<file path="config.mk">
export PLATFORM = sky130hd
export DESIGN_NAME = instr_mem_loadable
export DESIGN_NICKNAME = d
export VERILOG_FILES = /design/src/rtl/mips_pkg.sv /design/src/rtl/instr_ram.sv /design/src/rtl/instr_mem_loadable.sv
export SDC_FILE = /design/constraint.sdc
export NUM_CORES = 2
export LEC_CHECK = 0
export ABC_AREA = 1
export BUFFER_PORTS_ARGS = -buffer_cell sky130_fd_sc_hd__clkbuf_2
export CAP_MARGIN = 30
export CELL_PAD_IN_SITES_DETAIL_PLACEMENT = 1
export CELL_PAD_IN_SITES_GLOBAL_PLACEMENT = 1
export CORE_MARGIN = 10
export CORE_UTILIZATION = 40
export CTS_CLUSTER_DIAMETER = 150
export DETAILED_ROUTE_END_ITERATION = 8
export GPL_TIMING_DRIVEN = 1
export PLACE_DENSITY = 0.67
export SYNTH_ARGS = -nofsm -noshare
export SYNTH_HDL_FRONTEND = slang
export SYNTH_HIERARCHICAL = 1
export SYNTH_SLANG_ARGS = --single-unit
export TNS_END_PERCENT = 50
</file>
<file path="constraint.sdc">
create_clock -name Clk -period 6.15 [get_ports Clk]
set_input_delay 0.3075 -clock Clk [delete_from_list [all_inputs] [get_ports Clk]]
set_output_delay 0.3075 -clock Clk [all_outputs]
set_load 0.02 [all_outputs]
</file>
<file path="src/rtl/mips_pkg.sv">
// Shared definitions for the instruction-memory slice:
// loader FSM states, special instruction words and field widths.
package mips_pkg;

  typedef enum logic [1:0] {
    ST_EMPTY = 2'd0,
    ST_LOAD  = 2'd1,
    ST_READY = 2'd2
  } ld_state_e;

  localparam logic [31:0] HALT_WORD = 32'hFFFF_FFFF;
  localparam logic [31:0] NOP_WORD  = 32'h0000_0000;

  localparam int OPC_W   = 6;
  localparam int REG_W   = 5;
  localparam int SHAMT_W = 5;
  localparam int FUNCT_W = 6;
  localparam int IMM_W   = 16;
  localparam int JADDR_W = 26;

endpackage

</file>
<file path="src/rtl/instr_ram.sv">
// One write port, one registered read port instruction RAM.
// Contents are never reset; only the read register is.
module instr_ram #(
  parameter int DATA_W = 32,
  parameter int DEPTH  = 64,
  localparam int AW    = $clog2(DEPTH)
) (
  input  logic              i_clk,
  input  logic              i_rst_n,
  input  logic              i_we,
  input  logic [AW-1:0]     i_waddr,
  input  logic [DATA_W-1:0] i_wdata,
  input  logic              i_re,
  input  logic [AW-1:0]     i_raddr,
  output logic [DATA_W-1:0] o_rdata
);

  logic [DATA_W-1:0] r_mem [DEPTH];
  logic [DATA_W-1:0] r_q;

  always_ff @(posedge i_clk) begin
    if (i_we)
      r_mem[i_waddr] <= i_wdata;
  end

  always_ff @(posedge i_clk or negedge i_rst_n) begin
    if (!i_rst_n)
      r_q <= '0;
    else if (i_re)
      r_q <= r_mem[i_raddr];
  end

  assign o_rdata = r_q;

endmodule

</file>
<file path="src/rtl/instr_mem_loadable.sv">
// Loadable instruction memory: streaming program load port plus a
// one-cycle registered fetch port with range/alignment fault reporting.
module instr_mem_loadable
  import mips_pkg::*;
#(
  parameter int DATA_W    = 32,
  parameter int DEPTH     = 64,
  parameter int ADDR_W    = 32,
  parameter int BYTE_ADDR = 0,
  parameter logic [DATA_W-1:0] HALT_INSTR = DATA_W'(HALT_WORD)
) (
  input  logic                       Clk,
  input  logic                       Rst_n,
  input  logic                       Ld_start,
  input  logic                       Ld_valid,
  input  logic [DATA_W-1:0]          Ld_data,
  input  logic                       Ld_last,
  output logic                       Ld_busy,
  output logic                       Ld_overflow,
  output logic [$clog2(DEPTH):0]     Prog_len,
  input  logic                       Fetch_req,
  input  logic [ADDR_W-1:0]          Fetch_addr,
  output logic                       Fetch_ready,
  output logic                       Fetch_valid,
  output logic [DATA_W-1:0]          InstrOut,
  output logic                       Fetch_fault
);

  localparam int AW = $clog2(DEPTH);
  localparam int PW = AW + 1;

  ld_state_e         r_state;
  ld_state_e         w_nxt;
  logic [PW-1:0]     r_ptr;
  logic [PW-1:0]     r_prog_len;
  logic              r_ovf;
  logic              r_valid;
  logic              r_fault;

  logic              w_ld_word;
  logic              w_room;
  logic              w_we;
  logic [PW-1:0]     w_len_next;
  logic [ADDR_W-1:0] w_idx;
  logic              w_misal;
  logic              w_oor;
  logic              w_fault;
  logic              w_accept;
  logic              w_re;
  logic [DATA_W-1:0] w_rdata;

  // A word is taken only in LOAD, and never in the cycle of a restart.
  assign w_ld_word  = (r_state == ST_LOAD) && Ld_valid && !Ld_start;
  assign w_room     = (r_ptr < PW'(DEPTH));
  assign w_we       = w_ld_word && w_room;
  assign w_len_next = w_room ? (r_ptr + PW'(1)) : PW'(DEPTH);

  always_comb begin
    w_nxt = r_state;
    if (Ld_start) begin
      w_nxt = ST_LOAD;
    end else begin
      unique case (r_state)
        ST_EMPTY: w_nxt = ST_EMPTY;
        ST_LOAD:  if (Ld_valid && Ld_last) w_nxt = ST_READY;
        ST_READY: w_nxt = ST_READY;
        default:  w_nxt = ST_EMPTY;
      endcase
    end
  end

  always_ff @(posedge Clk or negedge Rst_n) begin
    if (!Rst_n) begin
      r_state    <= ST_EMPTY;
      r_ptr      <= '0;
      r_prog_len <= '0;
      r_ovf      <= 1'b0;
    end else begin
      r_state <= w_nxt;
      if (Ld_start) begin
        r_ptr <= '0;
        r_ovf <= 1'b0;
      end else if (w_ld_word) begin
        if (w_room)
          r_ptr <= r_ptr + PW'(1);
        else
          r_ovf <= 1'b1;
        if (Ld_last)
          r_prog_len <= w_len_next;
      end
    end
  end

  // Full-width compares so large addresses never alias into the array.
  assign w_idx    = (BYTE_ADDR != 0) ? (Fetch_addr >> 2) : Fetch_addr;
  assign w_misal  = (BYTE_ADDR != 0) && (Fetch_addr[1:0] != 2'b00);
  assign w_oor    = (w_idx >= ADDR_W'(r_prog_len)) ||
                    (w_idx >= ADDR_W'(DEPTH));
  assign w_fault  = w_oor || w_misal;

  assign Fetch_ready = (r_state == ST_READY) && !Ld_start;
  assign w_accept    = Fetch_req && Fetch_ready;
  assign w_re        = w_accept && !w_fault;

  always_ff @(posedge Clk or negedge Rst_n) begin
    if (!Rst_n) begin
      r_valid <= 1'b0;
      r_fault <= 1'b0;
    end else begin
      r_valid <= w_accept;
      if (w_accept)
        r_fault <= w_fault;
    end
  end

  instr_ram #(
    .DATA_W (DATA_W),
    .DEPTH  (DEPTH)
  ) u_ram (
    .i_clk   (Clk),
    .i_rst_n (Rst_n),
    .i_we    (w_we),
    .i_waddr (r_ptr[AW-1:0]),
    .i_wdata (Ld_data),
    .i_re    (w_re),
    .i_raddr (w_idx[AW-1:0]),
    .o_rdata (w_rdata)
  );

  assign Ld_busy     = (r_state == ST_LOAD);
  assign Ld_overflow = r_ovf;
  assign Prog_len    = r_prog_len;
  assign Fetch_valid = r_valid;
  assign Fetch_fault = r_fault;
  assign InstrOut    = r_fault ? HALT_INSTR : w_rdata;

endmodule

</file>
### After elaboration in Yosys (flattened, before gate mapping)

Memory sizes are Yosys's and may differ from the RTL's. A register that Yosys moved wholly into a read port is not among the register bits.
Cells that the tools add are included.

* bitwise operators: 1
* multiplexer cells: 13
* order comparisons: 3
* reduce and logical (&&, ||, !) cells: 16
* add/sub/neg operators: 1
* equal/unequal tests: 4

Operators by type and width (number)
* greater-or-equal comparator 32 x 7 -> 1 bit: 1
* greater-or-equal comparator 32 x 7 -> 1 bit, second input constant: 1
* two-way mux 32 bit: 1
* two-way mux 7 bit: 4
* adder 7 x 1 -> 7 bit, second input constant: 1
* logical AND 1 bit: 7
* less-than comparator 7 bit, second input constant: 1
* two-way mux 1 bit: 5
* two-way mux 2 bit: 2
* case mux 2 bit (2 select lines): 1
* AND reduction 2 bit: 2
* nonzero test 2 bit: 2
* zero test 1 bit: 3
* inequality test 3 x 2 -> 1 bit, second input constant: 1
* AND reduction 3 bit: 1
* equality test 2 x 1 -> 1 bit, second input constant: 1
* equality test 2 bit, second input constant: 1
* inequality test 2 bit, second input constant: 1
* logical OR 1 bit: 1
* NOT 1 bit: 1

* register bits after elaboration: 19
* memories kept: 1
* input bits: 70
* word-level logic and storage cells: 45
* bits in writable memories: 2048
* output and inout port bits: 44

Memory list
* u_ram.r_mem: words 64, width 32, read ports 1, clocked after Yosys merged registers in 1, wr ports 1, line instr_ram.sv:18 `logic [DATA_W-1:0] r_mem [DEPTH];`

### Depth between registers and ports, before layout

* word-level depth: 6
* mapped depth: 15
* gate-level depth less buffers: 13

### Cells and area by module

Netlist, hierarchy kept.

Modules (own cells, without submodules)
* instr_ram: times used 1, area each 83174.8 µm², cells an instance 6757, seq. area each 62299.8 µm²
* instr_mem_loadable: times used 1, area each 1381.3 µm², cells an instance 189, seq. area each 475.5 µm²

### Worst setup path after synthesis

Ideal clock, no wire load.

* kind: reg-to-reg
* from: register r_state[1]
* to: memory u_ram.r_mem[48][0] (enable)
* library setup time: 0.502 ns
* data required time: 5.648 ns
* stages on the path, launching flop included: 10
* path buffers: 1
* slack: 0.914 ns
* period minus slack after synthesis: 5.236 ns
* data arrival time: 4.733 ns
* cell sequence: dfrtp_1 > inv_1 > ha_1 > nand2_1 > clkinv_1 > nand2_4 > nor2_4 > clkbuf_1 > nand4_1 > nor4_1

* longest elaborated chain between the ends: 6

RTL lines
* from (decl): line instr_mem_loadable.sv:32 `ld_state_e r_state;`
* from (signal assigned): line instr_mem_loadable.sv:79 `r_state <= w_nxt;`
* equality test 2 x 1 -> 1 bit
* net Ld_busy: line instr_mem_loadable.sv:18 `output logic Ld_busy,`
* logical AND 1 bit (2 in series): line instr_mem_loadable.sv:53 `assign w_ld_word = (r_state == ST_LOAD) && Ld_valid && !Ld_start;`
* logical AND 1 bit: line instr_mem_loadable.sv:55 `assign w_we = w_ld_word && w_room;`
* net w_we: line instr_mem_loadable.sv:42 `logic w_we;`
* two-way mux 1 bit: line instr_ram.sv:22 `if (i_we)`
* two-way mux 1 bit (not written as such): line instr_ram.sv:23 `r_mem[i_waddr] <= i_wdata;`
* to (decl): line instr_ram.sv:18

The timed path passes the listed nets, and every way through them passes these cells.

### Worst setup path in the final report

* from: input port Fetch_addr[23]
* to: register u_ram.r_q[24], in the netlist u_ram/o_rdata[24], read port of u_ram.r_mem

* longest elaborated chain between the ends: 4
* elaborated cells on any way between the ends: 5
* those cells by class: order compare (2); reduce/logical (3)

RTL lines
* from (decl): line instr_mem_loadable.sv:22 `input logic [ADDR_W-1:0] Fetch_addr,`
* greater-or-equal comparator 32 x 7 -> 1 bit, on equally long branches: line instr_mem_loadable.sv:97, instr_mem_loadable.sv:98
* logical OR 1 bit *: line instr_mem_loadable.sv:97 `assign w_oor = (w_idx >= ADDR_W'(r_prog_len)) ||`
* zero test 1 bit *: line instr_mem_loadable.sv:103 `assign w_re = w_accept && !w_fault;`
* logical AND 1 bit *: line instr_mem_loadable.sv:103
* net w_re: line instr_mem_loadable.sv:49 `logic w_re;`
* to (decl): line instr_ram.sv:19 `logic [DATA_W-1:0] r_q;`

Mark *: on every way through the listed nets, which the timed path passes. The rest lies on a longest branch.
A chain may end at the register's enable or synchronous reset.

==> flow_summary.html <==
<table>
<tr><th>Metric</th><th>Value</th></tr>
<tr><th colspan="2">Global routing</th></tr>
<tr><td>Total global routing overflow</td><td>0</td></tr>
<tr><td>Antenna violations before repair</td><td>15</td></tr>
<tr><td>GRT Resource Usage Total</td><td>0.234</td></tr>
<tr><td>Pin count of the biggest net entering global routing</td><td>208</td></tr>
<tr><td>Vias in the first global route</td><td>58700</td></tr>
<tr><td>First-pass GRT wire length</td><td>404000 um</td></tr>
<tr><th colspan="2">Place</th></tr>
<tr><td>Count of input and output buffers</td><td>113</td></tr>
<tr><td>Last weighted congestion value of the routability-driven placer</td><td>0.802</td></tr>
<tr><td>Detail Placement HPWL</td><td>151000 um</td></tr>
<tr><th colspan="2">CTS</th></tr>
<tr><td>Clock Tree Root</td><td>clkbuf_16</td></tr>
<tr><td>Clk pin slew, worst setup/hold paths</td><td>60 ps</td></tr>
<tr><td>Post-CTS setup-driven buffer insertion count</td><td>0</td></tr>
<tr><td>Total number of clock tree sinks</td><td>2099</td></tr>
<tr><td>Number of buffers added by the clock tree synthesis step</td><td>218</td></tr>
<tr><td>Number of H-tree levels</td><td>4</td></tr>
<tr><td>Maximum number of buffers from clock root to sink</td><td>3</td></tr>
<tr><td>Clock insertion delay at the later pin of the skew report</td><td>880 ps</td></tr>
<tr><td>TritonCTS clock tree</td><td>built</td></tr>
<tr><th colspan="2">Timing</th></tr>
<tr><td>Final TNS setup</td><td>0 ps</td></tr>
<tr><td>Highest clock rate</td><td>222 MHz</td></tr>
<tr><td>Period Utilization, post-route</td><td>0.732</td></tr>
<tr><td>Final critical-path required period</td><td>4500 ps</td></tr>
<tr><td>Final-report setup violation count</td><td>0</td></tr>
<tr><td>Number of hold-slack violations in the final timing report</td><td>0</td></tr>
<tr><td>RSZ-0062 raised after global routing</td><td>false</td></tr>
<tr><td>Count of pins over their slew limit</td><td>35</td></tr>
<tr><td>Max_slew headroom</td><td>-0.0421</td></tr>
<tr><td>Worst clock skew</td><td>41.0 ps</td></tr>
<tr><td>Transition at the pin with the smallest max-transition slack</td><td>1560 ps</td></tr>
<tr><th colspan="2">Setup path</th></tr>
<tr><td>Critical setup path kind</td><td>in2reg</td></tr>
<tr><td>Required arrival time at the worst endpoint</td><td>6880 ps</td></tr>
<tr><td>Element type at the critical path start</td><td>input port</td></tr>
<tr><td>Critical Path Sink Type</td><td>flop</td></tr>
<tr><td>Arr. time, crit path</td><td>5240 ps</td></tr>
<tr><td>Largest fanout of any net on the critical path</td><td>33</td></tr>
<tr><th colspan="2">Route</th></tr>
<tr><td>Total via count in the routed design</td><td>57300</td></tr>
<tr><td>Number of nets with antenna violations after detailed routing</td><td>0</td></tr>
<tr><td>Via-per-instance ratio</td><td>5.73</td></tr>
<tr><td>Avg WL per Cell</td><td>27.7 um</td></tr>
<tr><td>Detailed-routing iteration count for the pre-antenna-repair pass</td><td>6</td></tr>
<tr><td>DRC marker count from the first detailed-route iteration</td><td>6338</td></tr>
<tr><td>DRT Wirelength</td><td>277000 um</td></tr>
<tr><td>Remaining design rule violation count</td><td>0</td></tr>
<tr><th colspan="2">Yosys</th></tr>
<tr><td>Distinct cell type count of the synthesized netlist</td><td>28</td></tr>
<tr><td>Async set-reset flop share out of synthesis</td><td>0.0243</td></tr>
<tr><td>Sequential element share of the synthesized area</td><td>0.742</td></tr>
<tr><td>Library cell with the highest instance count after synthesis</td><td>nand2_1</td></tr>
<tr><td>Dominant register cell in the synthesized netlist</td><td>edfxtp_1</td></tr>
<tr><td>Cells after Synth</td><td>6946</td></tr>
<tr><td>Number of synthesized flops with an enable pin</td><td>2048</td></tr>
<tr><td>Syn_nets</td><td>7027</td></tr>
<tr><td>Mapped Area</td><td>84600 um2</td></tr>
<tr><td>Post-synth top area cell</td><td>edfxtp_1</td></tr>
<tr><td>Post-synthesis average cell area</td><td>12.2 um2</td></tr>
<tr><td>Share of the synthesized area in the top cell type</td><td>0.727</td></tr>
<tr><td>Most instantiated cells after synthesis</td><td>2144 x nand2_1, 2048 x edfxtp_1, 2030 x nand3_1</td></tr>
<tr><td>Post-synthesis sequential element count</td><td>2099</td></tr>
<tr><td>Leading post-synthesis cells by cell area</td><td>edfxtp_1 73%, nand3_1 12%, nand2_1 9.5%, dfrtp_1 1.5%, buf_2 1.4%</td></tr>
<tr><td>Ys Warns</td><td>6</td></tr>
<tr><th colspan="2">Power</th></tr>
<tr><td>Leak</td><td>33.5 nW</td></tr>
<tr><td>Power per unit of standard cell area</td><td>325 nW/um2</td></tr>
<tr><td>Peak VDD IR</td><td>0.302 mV</td></tr>
<tr><th colspan="2">Run status</th></tr>
<tr><td>Status</td><td>finished with violations</td></tr>
<tr><td>Violated checks</td><td>max-slew violations</td></tr>
<tr><th colspan="2">Cells and area</th></tr>
<tr><td>Final #Nets</td><td>7085</td></tr>
<tr><td>Core occupancy in the finished layout</td><td>0.458</td></tr>
<tr><td>Share of post-route cells with drive strength above 1</td><td>0.0960</td></tr>
<tr><td>Layout Area Growth over Synthesis</td><td>13.7%</td></tr>
<tr><th colspan="2">Run</th></tr>
<tr><td>Max Cap Violations</td><td>0</td></tr>
<tr><th colspan="2">Floorplanning</th></tr>
<tr><td>Number of I/O pins</td><td>114</td></tr>
<tr><td>Overall die width</td><td>480 um</td></tr>
<tr><td>Starting density of the core</td><td>0.403</td></tr>
<tr><td>Die height</td><td>480 um</td></tr>
<tr><td>Die area</td><td>230000 um2</td></tr>
<tr><td>Placeable core region</td><td>210000 um2</td></tr>
<tr><td>Number of rows in the core area</td><td>168</td></tr>
<tr><th colspan="2">Worst hold path</th></tr>
<tr><td>Path type of the worst min-delay path</td><td>in2reg</td></tr>
</table>
==> layout by cell type (no fill, tap or decap), drive strengths merged <==
cell type / instances
nand2: 2146
edfxtp: 2048
nand3: 2030
clkbuf: 385
buf: 172
clkinv: 98
nor2: 83
dfrtp: 51
inv: 47
or2: 33
bufinv: 22
dlygate4sd3: 18
o21ai: 14
nand4: 11
ha: 11
nor4: 8
o22ai: 5
diode: 4
a21oi: 3
clkinvlp: 3
a21boi: 1
o31ai: 1
==> final timing paths <==
kind	start	endpoint	slack, ps	cells past startpoint
worst max-delay path	Fetch_addr[23]	u_ram/o_rdata[24]	1650	17
worst max register to register	r_state[1]	u_ram/r_mem[38][3]	2600	10
worst min register to register	u_ram/o_rdata[14]	u_ram/o_rdata[14]	470	2
worst min-delay path	Ld_data[18]	u_ram/r_mem[7][18]	30	2
max in group asynchronous	Rst_n	u_ram/o_rdata[29]	5430	3
min in group asynchronous	Rst_n	Prog_len[1]	120	3
==> layout make-up <==
type	instances	area, um2
multi-input combinational	4346	19600
clock inverter	128	1270
tap	2805	3510
fill	21700	114000
timing repair buffer	297	2980
sequential	2099	62800
inverter	42	195
antenna	4	10.0
clock buffer	278	5750
==> timing repair <==
action	in CTS	in global routing
hold buffers	16	2
resized for setup	0	0
hold endpoints to repair	73	17
==> logic make-up (layout without fill, tap and decap cells) <==
group | after synthesis | after routing | share of synthesized area
AND/OR/NAND/NOR | 4311 | 4311 | 0.223
buffers and inverters | 501 | 745 | 0.0311
adder cells (fa/ha/maj) | 11 | 11 | 0.00163
AO/OA/AOI/OAI | 24 | 24 | 0.00160
other | 0 | 4 | 0
flip-flops | 2099 | 2099 | 0.742
==> critical path, stage by stage <==
cell	delay, ps
dlygate4sd3_1	550
clkbuf_2	120
nor2_1	80
dlygate4sd3_1	570
nand2_1	60
dlygate4sd3_1	560
nor2_1	100
dlygate4sd3_1	560
nand2_1	60
dlygate4sd3_1	550
nor2_1	240
a21boi_4	220
buf_4	380
inv_1	420
buf_16	290
nand2_1	70
nand2_1	60
==> sequential cells by signal (all words and copies together), names as in the netlist <==
signal and flops:
u_ram/o_rdata 32, Fetch_valid 1, Prog_len 7, Ld_overflow 1
Fetch_fault 1, u_ram/r_mem 2048, r_ptr 7, r_state 2
==> where the power goes <==
group	switching, W	internal [W]
clock	0.00559	0.00751
combinational	0.00177	0.000529
sequential	0.0000606	0.0157
==> metal layers <==
layer	up-vias	wire (um)	global-route usage
li1	24900	-	-
met1	29700	118000	0.332
met2	2312	127000	0.362
met3	391	21200	0.0350
met4	0	10900	0.0955
met5	-	0	0
==> metrics by stage <==
| step | hold slack [ps] | instance area [um2] | setup WS [ps] | total power, W | std cells |
|---|---|---|---|---|---|
| after floorplan | 11.9 | 84600 | 914 | 0.0172 | 6946 |
| after global placement | 460 | 87800 | 1960 | 0.0183 | 9524 |
| after detailed placement | 464 | 88700 | 2580 | 0.0184 | 9564 |
| after CTS | 26.8 | 95900 | 1870 | 0.0314 | 9986 |
| after global routing | 10.5 | 96100 | 1570 | 0.0321 | 9996 |
| final | 27.2 | 96100 | 1650 | 0.0312 | 9999 |
(Power assumes the default switching activity.)
